### src/rtl/riscv_pkg.sv
// Shared core definitions: data width, canonical NOP, fetch FSM states.
// No ports; imported by the fetch slice.
package riscv_pkg;
  localparam int XLEN = 32;
  localparam logic [XLEN-1:0] NOP_INSTR = 32'h0000_0013;
  typedef enum logic [1:0] {
    BOOT,
    RUN,
    FAULT
  } fetch_state_e;
endpackage

### src/rtl/fetch_unit_if.sv
// Fetch bus: imem request/response, redirect and decode handshake.
// master = fetch side, slave = environment (memory + decode).
interface fetch_unit_if;
  import riscv_pkg::*;
  logic            imem_req_valid;
  logic            imem_req_ready;
  logic [XLEN-1:0] imem_req_addr;
  logic            imem_resp_valid;
  logic [XLEN-1:0] imem_resp_data;
  logic            redirect_valid;
  logic [XLEN-1:0] redirect_pc;
  logic            instr_valid;
  logic            instr_ready;
  logic [XLEN-1:0] instr;
  logic [XLEN-1:0] instr_pc;
  logic            fetch_fault;

  modport master (
    output imem_req_valid, imem_req_addr,
    output instr_valid, instr, instr_pc,
    output fetch_fault,
    input  imem_req_ready,
    input  imem_resp_valid, imem_resp_data,
    input  redirect_valid, redirect_pc,
    input  instr_ready
  );

  modport slave (
    input  imem_req_valid, imem_req_addr,
    input  instr_valid, instr, instr_pc,
    input  fetch_fault,
    output imem_req_ready,
    output imem_resp_valid, imem_resp_data,
    output redirect_valid, redirect_pc,
    output instr_ready
  );
endinterface

### src/rtl/fetch_fifo.sv
// Small power-of-two FIFO holding {pc, instr}; push/pop/flush.
// Ports: push/din, pop/dout (head), flush, count, full, empty.
module fetch_fifo #(
  parameter int DEPTH = 2,
  parameter int WIDTH = 64
) (
  input  logic                   clk,
  input  logic                   rst_n,
  input  logic                   push,
  input  logic                   pop,
  input  logic                   flush,
  input  logic [WIDTH-1:0]       din,
  output logic [WIDTH-1:0]       dout,
  output logic [$clog2(DEPTH):0] count,
  output logic                   full,
  output logic                   empty
);
  localparam int PW = $clog2(DEPTH);
  localparam int CW = PW + 1;

  logic [WIDTH-1:0] mem [DEPTH];
  logic [PW-1:0]    rd;
  logic [PW-1:0]    wr;
  logic             do_push;
  logic             do_pop;

  assign empty   = count == '0;
  assign full    = count == CW'(DEPTH);
  assign do_pop  = pop && !empty;
  assign do_push = push && (!full || do_pop);
  assign dout    = mem[rd];

  always_ff @(posedge clk or negedge rst_n) begin
    if (!rst_n) begin
      rd    <= '0;
      wr    <= '0;
      count <= '0;
    end else if (flush) begin
      rd    <= '0;
      wr    <= '0;
      count <= '0;
    end else begin
      if (do_push) wr <= wr + PW'(1);
      if (do_pop)  rd <= rd + PW'(1);
      count <= count + CW'(do_push)
                     - CW'(do_pop);
    end
  end

  always_ff @(posedge clk) begin
    if (do_push && !flush) mem[wr] <= din;
  end
endmodule

### src/rtl/fetch_unit.sv
// Instruction fetch: sequential PC, credit-limited imem requests,
// in-order response buffering, redirect flush with stale-kill count.
module fetch_unit
  import riscv_pkg::*;
#(
  parameter logic [XLEN-1:0] RESET_PC = '0,
  parameter int              DEPTH    = 2
) (
  input logic          clk,
  input logic          rst_n,
  fetch_unit_if.master bus
);
  localparam int PW = $clog2(DEPTH);
  localparam int CW = PW + 1;

  fetch_state_e    state_q;
  fetch_state_e    state_d;
  logic [XLEN-1:0] pc_q;
  logic [CW-1:0]   outst_q;
  logic [CW-1:0]   kill_q;
  logic [XLEN-1:0] pcq [DEPTH];
  logic [PW-1:0]   pq_rd;
  logic [PW-1:0]   pq_wr;

  logic [CW-1:0]   fifo_count;
  logic            fifo_full;
  logic            fifo_empty;
  logic [63:0]     fifo_dout;

  logic            have;
  logic            pop;
  logic            push;
  logic            redir;
  logic            redir_ok;
  logic            credit;
  logic            req_hs;
  logic            resp_acc;
  logic [CW-1:0]   outst_d;

  assign redir    = bus.redirect_valid
                 && state_q != BOOT;
  assign redir_ok = redir
                 && bus.redirect_pc[1:0] == 2'b00;

  assign have = !fifo_empty;
  assign pop  = have && bus.instr_ready;

  // A slot being popped this cycle is free before any new
  // response can land, so it counts as credit; this keeps
  // one instruction per cycle at DEPTH 2.
  assign credit = ({1'b0, outst_q} + {1'b0, fifo_count})
                < ((CW+1)'(DEPTH) + (CW+1)'(pop));

  assign bus.imem_req_valid = state_q == RUN && credit;
  assign bus.imem_req_addr  = pc_q;

  assign req_hs   = bus.imem_req_valid
                 && bus.imem_req_ready;
  assign resp_acc = bus.imem_resp_valid
                 && outst_q != '0;
  assign push     = resp_acc && kill_q == '0;
  assign outst_d  = outst_q + CW'(req_hs)
                            - CW'(resp_acc);

  assign bus.instr_valid = have;
  assign bus.instr       = have ? fifo_dout[31:0]
                                : NOP_INSTR;
  assign bus.instr_pc    = have ? fifo_dout[63:32]
                                : '0;
  assign bus.fetch_fault = state_q == FAULT;

  always_comb begin
    state_d = state_q;
    case (state_q)
      BOOT:       state_d = RUN;
      RUN, FAULT: begin
        if (redir) state_d = redir_ok ? RUN : FAULT;
      end
      default:    state_d = BOOT;
    endcase
  end

  always_ff @(posedge clk or negedge rst_n) begin
    if (!rst_n) begin
      state_q <= BOOT;
      pc_q    <= RESET_PC;
      outst_q <= '0;
      kill_q  <= '0;
      pq_rd   <= '0;
      pq_wr   <= '0;
    end else begin
      state_q <= state_d;
      outst_q <= outst_d;
      if (req_hs)   pq_wr <= pq_wr + PW'(1);
      if (resp_acc) pq_rd <= pq_rd + PW'(1);
      // Everything still in flight after a redirect is stale.
      if (redir)
        kill_q <= outst_d;
      else if (resp_acc && kill_q != '0)
        kill_q <= kill_q - CW'(1);
      if (redir_ok)
        pc_q <= bus.redirect_pc;
      else if (req_hs)
        pc_q <= pc_q + 32'd4;
    end
  end

  // PC of each request, consumed in response order
  // (killed responses pop too, keeping alignment).
  always_ff @(posedge clk) begin
    if (req_hs) pcq[pq_wr] <= pc_q;
  end

  fetch_fifo #(
    .DEPTH (DEPTH),
    .WIDTH (64)
  ) u_fifo (
    .clk   (clk),
    .rst_n (rst_n),
    .push  (push),
    .pop   (pop),
    .flush (redir),
    .din   ({pcq[pq_rd], bus.imem_resp_data}),
    .dout  (fifo_dout),
    .count (fifo_count),
    .full  (fifo_full),
    .empty (fifo_empty)
  );

  a_no_overflow: assert property (
    @(posedge clk) disable iff (!rst_n)
    !(push && fifo_full && !pop)
  );
endmodule
### src/flat_wrapper.sv
// flat-port wrapper written by rule: the top's interface ports become plain ports
module fetch_unit_flat import riscv_pkg::*;
#(
  parameter logic [XLEN-1:0] RESET_PC = '0,
  parameter int              DEPTH    = 2
)
  (clk, rst_n, bus_imem_req_valid, bus_imem_req_addr, bus_instr_valid, bus_instr, bus_instr_pc, bus_fetch_fault, bus_imem_req_ready, bus_imem_resp_valid, bus_imem_resp_data, bus_redirect_valid, bus_redirect_pc, bus_instr_ready);
  fetch_unit_if bus_i ();
  input logic clk;
  input logic rst_n;
  output wire logic [$bits(bus_i.imem_req_valid)-1:0] bus_imem_req_valid;
  output wire logic [$bits(bus_i.imem_req_addr)-1:0] bus_imem_req_addr;
  output wire logic [$bits(bus_i.instr_valid)-1:0] bus_instr_valid;
  output wire logic [$bits(bus_i.instr)-1:0] bus_instr;
  output wire logic [$bits(bus_i.instr_pc)-1:0] bus_instr_pc;
  output wire logic [$bits(bus_i.fetch_fault)-1:0] bus_fetch_fault;
  input wire logic [$bits(bus_i.imem_req_ready)-1:0] bus_imem_req_ready;
  input wire logic [$bits(bus_i.imem_resp_valid)-1:0] bus_imem_resp_valid;
  input wire logic [$bits(bus_i.imem_resp_data)-1:0] bus_imem_resp_data;
  input wire logic [$bits(bus_i.redirect_valid)-1:0] bus_redirect_valid;
  input wire logic [$bits(bus_i.redirect_pc)-1:0] bus_redirect_pc;
  input wire logic [$bits(bus_i.instr_ready)-1:0] bus_instr_ready;
  assign bus_imem_req_valid = bus_i.imem_req_valid;
  assign bus_imem_req_addr = bus_i.imem_req_addr;
  assign bus_instr_valid = bus_i.instr_valid;
  assign bus_instr = bus_i.instr;
  assign bus_instr_pc = bus_i.instr_pc;
  assign bus_fetch_fault = bus_i.fetch_fault;
  assign bus_i.imem_req_ready = bus_imem_req_ready;
  assign bus_i.imem_resp_valid = bus_imem_resp_valid;
  assign bus_i.imem_resp_data = bus_imem_resp_data;
  assign bus_i.redirect_valid = bus_redirect_valid;
  assign bus_i.redirect_pc = bus_redirect_pc;
  assign bus_i.instr_ready = bus_instr_ready;
  fetch_unit #(.RESET_PC(RESET_PC), .DEPTH(DEPTH)) u_core (.clk(clk), .rst_n(rst_n), .bus(bus_i));
endmodule
### config.mk
export PLATFORM = sky130hd
export DESIGN_NAME = fetch_unit_flat
export DESIGN_NICKNAME = d
export VERILOG_FILES = /design/src/rtl/riscv_pkg.sv /design/src/rtl/fetch_unit_if.sv /design/src/rtl/fetch_fifo.sv /design/src/rtl/fetch_unit.sv /design/src/flat_wrapper.sv
export SDC_FILE = /design/constraint.sdc
export NUM_CORES = 1
export LEC_CHECK = 0
export BUFFER_PORTS_ARGS = -buffer_cell sky130_fd_sc_hd__buf_4
export CAP_MARGIN = 20
export CORE_MARGIN = 8
export CORE_UTILIZATION = 40
export CTS_CLUSTER_SIZE = 10
export DETAILED_ROUTE_END_ITERATION = 12
export MAX_ROUTING_LAYER = met4
export PLACE_DENSITY_LB_ADDON = 0.12
export SYNTH_ARGS = -nofsm -noshare
export SYNTH_HDL_FRONTEND = slang
export SYNTH_HIERARCHICAL = 1
export SYNTH_SLANG_ARGS = --single-unit
export TNS_END_PERCENT = 30
### constraint.sdc
create_clock -name clk -period 7.3 [get_ports clk]
set_input_delay 1.46 -clock clk [delete_from_list [all_inputs] [get_ports clk]]
set_output_delay 1.46 -clock clk [all_outputs]
set_load 0.01 [all_outputs]
# == After elaboration in Yosys (flattened, before gate mapping) ==
# Memories as Yosys holds them, arrays and structs flattened.
# Cells that the tools add are included.
# op_classes
addsub,12
order_cmp,1
eq_ne,4
n_mux,18
n_reduce_logical,27
# op_table
op,n
$mux 32,4
$add 32x3->32 const B,1
$reduce_bool 2->1,7
$logic_and 1x1->1,11
$mux 2,5
$logic_not 2->1,4
$mux 1,8
$add 1x1->1 const B,4
$add 2x1->2,2
$eq 2x2->1 const B,2
$pmux 2 s2,1
$sub 2x1->2,2
$add 2x1->3 const A,1
$add 2x2->3,1
$logic_not 1->1,3
$lt 3x3->1,1
$eq 2x1->1 const B,1
$ne 2x1->1 const B,1
$reduce_or 2->1,1
$sub 2x1->2 const B,1
$logic_or 1x1->1,1
# totals
reg_bits,44
mem_bits_rw,192
inputBits,70
out_inout_bits,99
elab_cells,73
mem_count,2
# memory_table
name,depth,width,rd,rd_ports_with_merged_regs,write_ports,line,source
u_core.u_fifo.mem,2,64,1,0,1,fetch_fifo.sv:21,logic [WIDTH-1:0] mem [DEPTH];
u_core.pcq,2,32,1,0,1,fetch_unit.sv:21,logic [XLEN-1:0] pcq [DEPTH];

# == Logic depth before layout (Yosys ltp) ==
# depth
word_depth,10
ltp_mapped,13

# == By module ==
# Netlist, hierarchy kept.
# by_module_without_submodules
module,n_inst,cells_each,area_per_inst_um2,seq_area_each_um2
fetch_unit,1,429,5052.3,2922.8
fetch_fifo,1,228,4902.2,3943.8

# == Worst setup path before layout ==
# Ideal clock, no wire load.
# synth_path
path_kind,input -> register
start,input bus_imem_resp_valid
end,"memory u_core.u_fifo.mem[1][0], enable pin"
setup_ps,578
arrival_time_ps,6703
t_required_ps,6722
setup_slack_ps,19
stages,5
path_buffers,0
path_cell_list,o21ai_0 -> inv_1 -> and2_1 -> o21ai_2 -> nor3b_1
# synth_via
elab_chain_cells,6
# synth_rtl
element,line,source
start: declaration,flat_wrapper.sv:18,input wire logic [$bits(bus_i.imem_resp_valid)-1:0] bus_imem_resp_valid;
$logic_and 1x1->1,fetch_unit.sv:60,&& outst_q != '0;
net u_core.resp_acc,fetch_unit.sv:37,logic resp_acc;
$logic_and 1x1->1,fetch_unit.sv:61,assign push = resp_acc && kill_q == '0;
net u_core.push,fetch_unit.sv:32,logic push;
$logic_and 1x1->1,fetch_fifo.sv:30,assign do_push = push && (!full || do_pop);
$logic_and 1x1->1,fetch_fifo.sv:51,if (do_push && !flush) mem[wr] <= din;
$mux 1,fetch_fifo.sv:51,
$mux 1 (implied by the code),fetch_fifo.sv:51,
end: declaration,fetch_fifo.sv:21,
# The timed path passes the listed nets, and every way through them passes these cells.

# == Worst setup path after layout ==
# layout_path
start,register u_core.u_fifo.count[1]
end,output bus_instr_pc[6]
# layout_via
elab_chain_cells,2
# layout_rtl
element,line,source
start: declaration,fetch_fifo.sv:14,"output logic [$clog2(DEPTH):0] count,"
start signal: assignment,fetch_fifo.sv:45,count <= count + CW'(do_push)
$logic_not 2->1,fetch_fifo.sv:27,assign empty = count == '0;
net u_core.fifo_empty,fetch_unit.sv:27,logic fifo_empty;
$mux 32,fetch_unit.sv:68,assign bus.instr_pc = have ? fifo_dout[63:32]
end: declaration,flat_wrapper.sv:15,output wire logic [$bits(bus_i.instr_pc)-1:0] bus_instr_pc;
# The timed path passes the listed nets, and every way through them passes these cells.

==> out/metrics.csv <==
metric,value,unit
status,finished clean,
synthesis.area,9950,um^2
p_leak,0.00449,uW
vias_in_the_first_global_route,6098,
final_hold_viol_count,0,
first_pass_iteration_count_of_the_detailed_router,4,
place.port_buffers,168,
cts-root-buf,clkbuf_16,
final_design_area_no_fill,12300,um^2
die_area,30200,um^2
finalMaxSlewViolations,0,
cts_setup_buffers,0,
hold_class,reg -> reg,
ant_nets,0,
p_comb_share,27.7,%
startpoint_of_the_most_critical_setup_path,u_core/u_fifo/count[1]$_DFF_PN0_,
timing.final.crit_share,55.2,%
vias_per_cell,4.89,
cts.hold.buffers_added,0,
worstSkewPairLatency,510,ps
switching_power,1370,uW
remaining_drc_errors,0,
starting_density_of_the_core,40.8,%
worstPathArrival,2570,ps
internal_power,3060,uW
timing.clock.skew,9.49,ps
post_cts_resize_count,0,
power_density,359,nW/um^2
tritoncts_buffers,27,
setup_viol_count_final,0,
tightest_slew,1050,ps
global_route.overflow_total,0,
die_y_extent,174,um
multi_input_area,2920,um^2
coreArea,24400,um^2
p_sw_share,30.9,%
drt-total-wl,22500,um
routed-via-count,5749,
clkSinkCount,236,
rsz_0062_raised_after_global_routing,false,
rr_startpoint,u_core/u_fifo/count[0]$_DFF_PN0_,
min_period,4030,ps
nFillCells,2153,
groute.usage.overall,14.9,%
synth_cells,656,
worstReg2RegEnd,u_core/pcq[0][23]$_DFFE_PP_,
syn-num-nets,737,
worstPathMaxFanout,38,
timing.critical_path.from_type,flop,
fmaxAchievable,248,MHz
critical_path.endpoint_type,output pin,
yosys_warnings,6,
cap_violations,0,
antenna_found_initial,0,
cp_data_required_time,5840,ps
cts.reportedPaths.clkPinSlew,60,ps
count_of_antenna_diodes_in_the_layout,0,
worstSetupPathType,reg -> out,
layout_area_overhead,23.7,%
clk_path_buf_depth,3,
power.ir.vdd_worst,0.175,mV
die_width,174,um
global_route_wire_length_before_repair,34800,um
totalNegativeSetupSlack,0,ps
htreeDepth,1,
grt_max_degree,66,
initialDrtViolationCount,244,
power.sequential.fraction,45.9,%
placedInstanceArea,11600,um^2
setup.worst_path.end,bus_instr_pc[6],
layout-drive-gt1-share,31.6,%
r2r_setup_slack,4110,ps
globalplace.congestion,0.799,
routed_wire_length_per_instance,19.1,um
r2r.worst_path.cells,6,
post_synthesis_average_cell_area,15.2,um^2
share_clk_of_total_power,26.4,%
core.rowCount,57,
timing.hold.ws,528,ps
floorplan.io_pins,169,
nets,914,
layout.area.seq,6870,um^2
hpwlAfterDp,15000,um
max-slew-margin-rel,30.1,%
tritoncts,built,
[worst max-delay path, cell delays in order (launching register included)]
cell	delay [ps]
dfrtp_1	500
nor2_4	680
buf_4	510
nor2b_1	150
buf_4	170
[layout make-up]
type,count,share of cell area (%)
clock buffers,48,6.13
inverters,14,0.427
multi-input cells,379,23.7
flip-flops and latches,236,55.8
well taps,324,3.29
repair buffers,175,10.7
[layout by cell type (no fill, tap or decap), types with 6 or more instances in the layout]
cell,n
buf_4,175
xnor2_1,28
edfxtp_1,192
clkbuf_1,21
mux2_1,51
nor2b_1,66
nand3_1,6
clkbuf_16,27
nand2_1,41
inv_1,13
nor2_1,17
dfrtp_1,43
ha_1,10
mux2_2,46
nor3_1,10
nand4_1,8
o21ai_0,30
nor4_1,10
xor2_1,6
[state kept, by name, indices dropped and copies added (netlist names), 2 cells and up]
register	cells
u_core/pcq	64
u_core/u_fifo/count	2
u_core/outst_q	2
u_core/u_fifo/mem	128
u_core/bus.imem_req_addr	32
u_core/state_q	2
u_core/kill_q	2
[routing by layer]
metal / GRT usage [%] / vias up / share of wire (%)
met2: 24.2 / 179 / 48
met4: 3.71 / 0 / 1.5
met3: 3.05 / 31 / 6.1
li1: - / 2749 / -
met5: - / - / 0
met1: 18.8 / 2790 / 45
[worst min path at each step]
stage / startpoint / end / slack, ps / cells after the start
3_5_place_dp: u_core/bus.imem_req_addr[1]$_DFFE_PN0P_ / u_core/pcq[0][1]$_DFFE_PP_ / 520 / 0
3_3_place_gp: u_core/bus.imem_req_addr[31]$_DFFE_PN0P_ / u_core/pcq[1][31]$_DFFE_PP_ / 510 / 0
2_1_floorplan: u_core/pq_wr$_DFFE_PN0P_ / u_core/pq_wr$_DFFE_PN0P_ / 460 / 1
5_1_grt: u_core/bus.imem_req_addr[1]$_DFFE_PN0P_ / u_core/pcq[0][1]$_DFFE_PP_ / 560 / 0
6_report: u_core/bus.imem_req_addr[1]$_DFFE_PN0P_ / u_core/pcq[1][1]$_DFFE_PP_ / 530 / 0
4_1_cts: u_core/bus.imem_req_addr[1]$_DFFE_PN0P_ / u_core/pcq[1][1]$_DFFE_PP_ / 540 / 0
[power by group through the flow]
stage | combinational [uW] | clock, uW | sequential, uW
finish | 1220 | 1170 | 2030
global route | 1340 | 1270 | 2070
CTS | 1250 | 1210 | 2040
detailed placement | 1250 | 0 | 2060
global placement | 1230 | 0 | 2050
floorplan | 696 | 0 | 2000
[stage by stage]
stage / cells / setup slack (ps) / power, uW / util, %
6_report: 1176 / 3270 / 4420 / 50.5
5_1_grt: 1176 / 3080 / 4670 / 50.5
4_1_cts: 1176 / 3210 / 4500 / 50.5
3_5_place_dp: 1128 / 3570 / 3310 / 47.4
3_3_place_gp: 1128 / 3570 / 3270 / 47.4
2_1_floorplan: 656 / 19.2 / 2700 / -
Power figures use the tool's default switching activity.
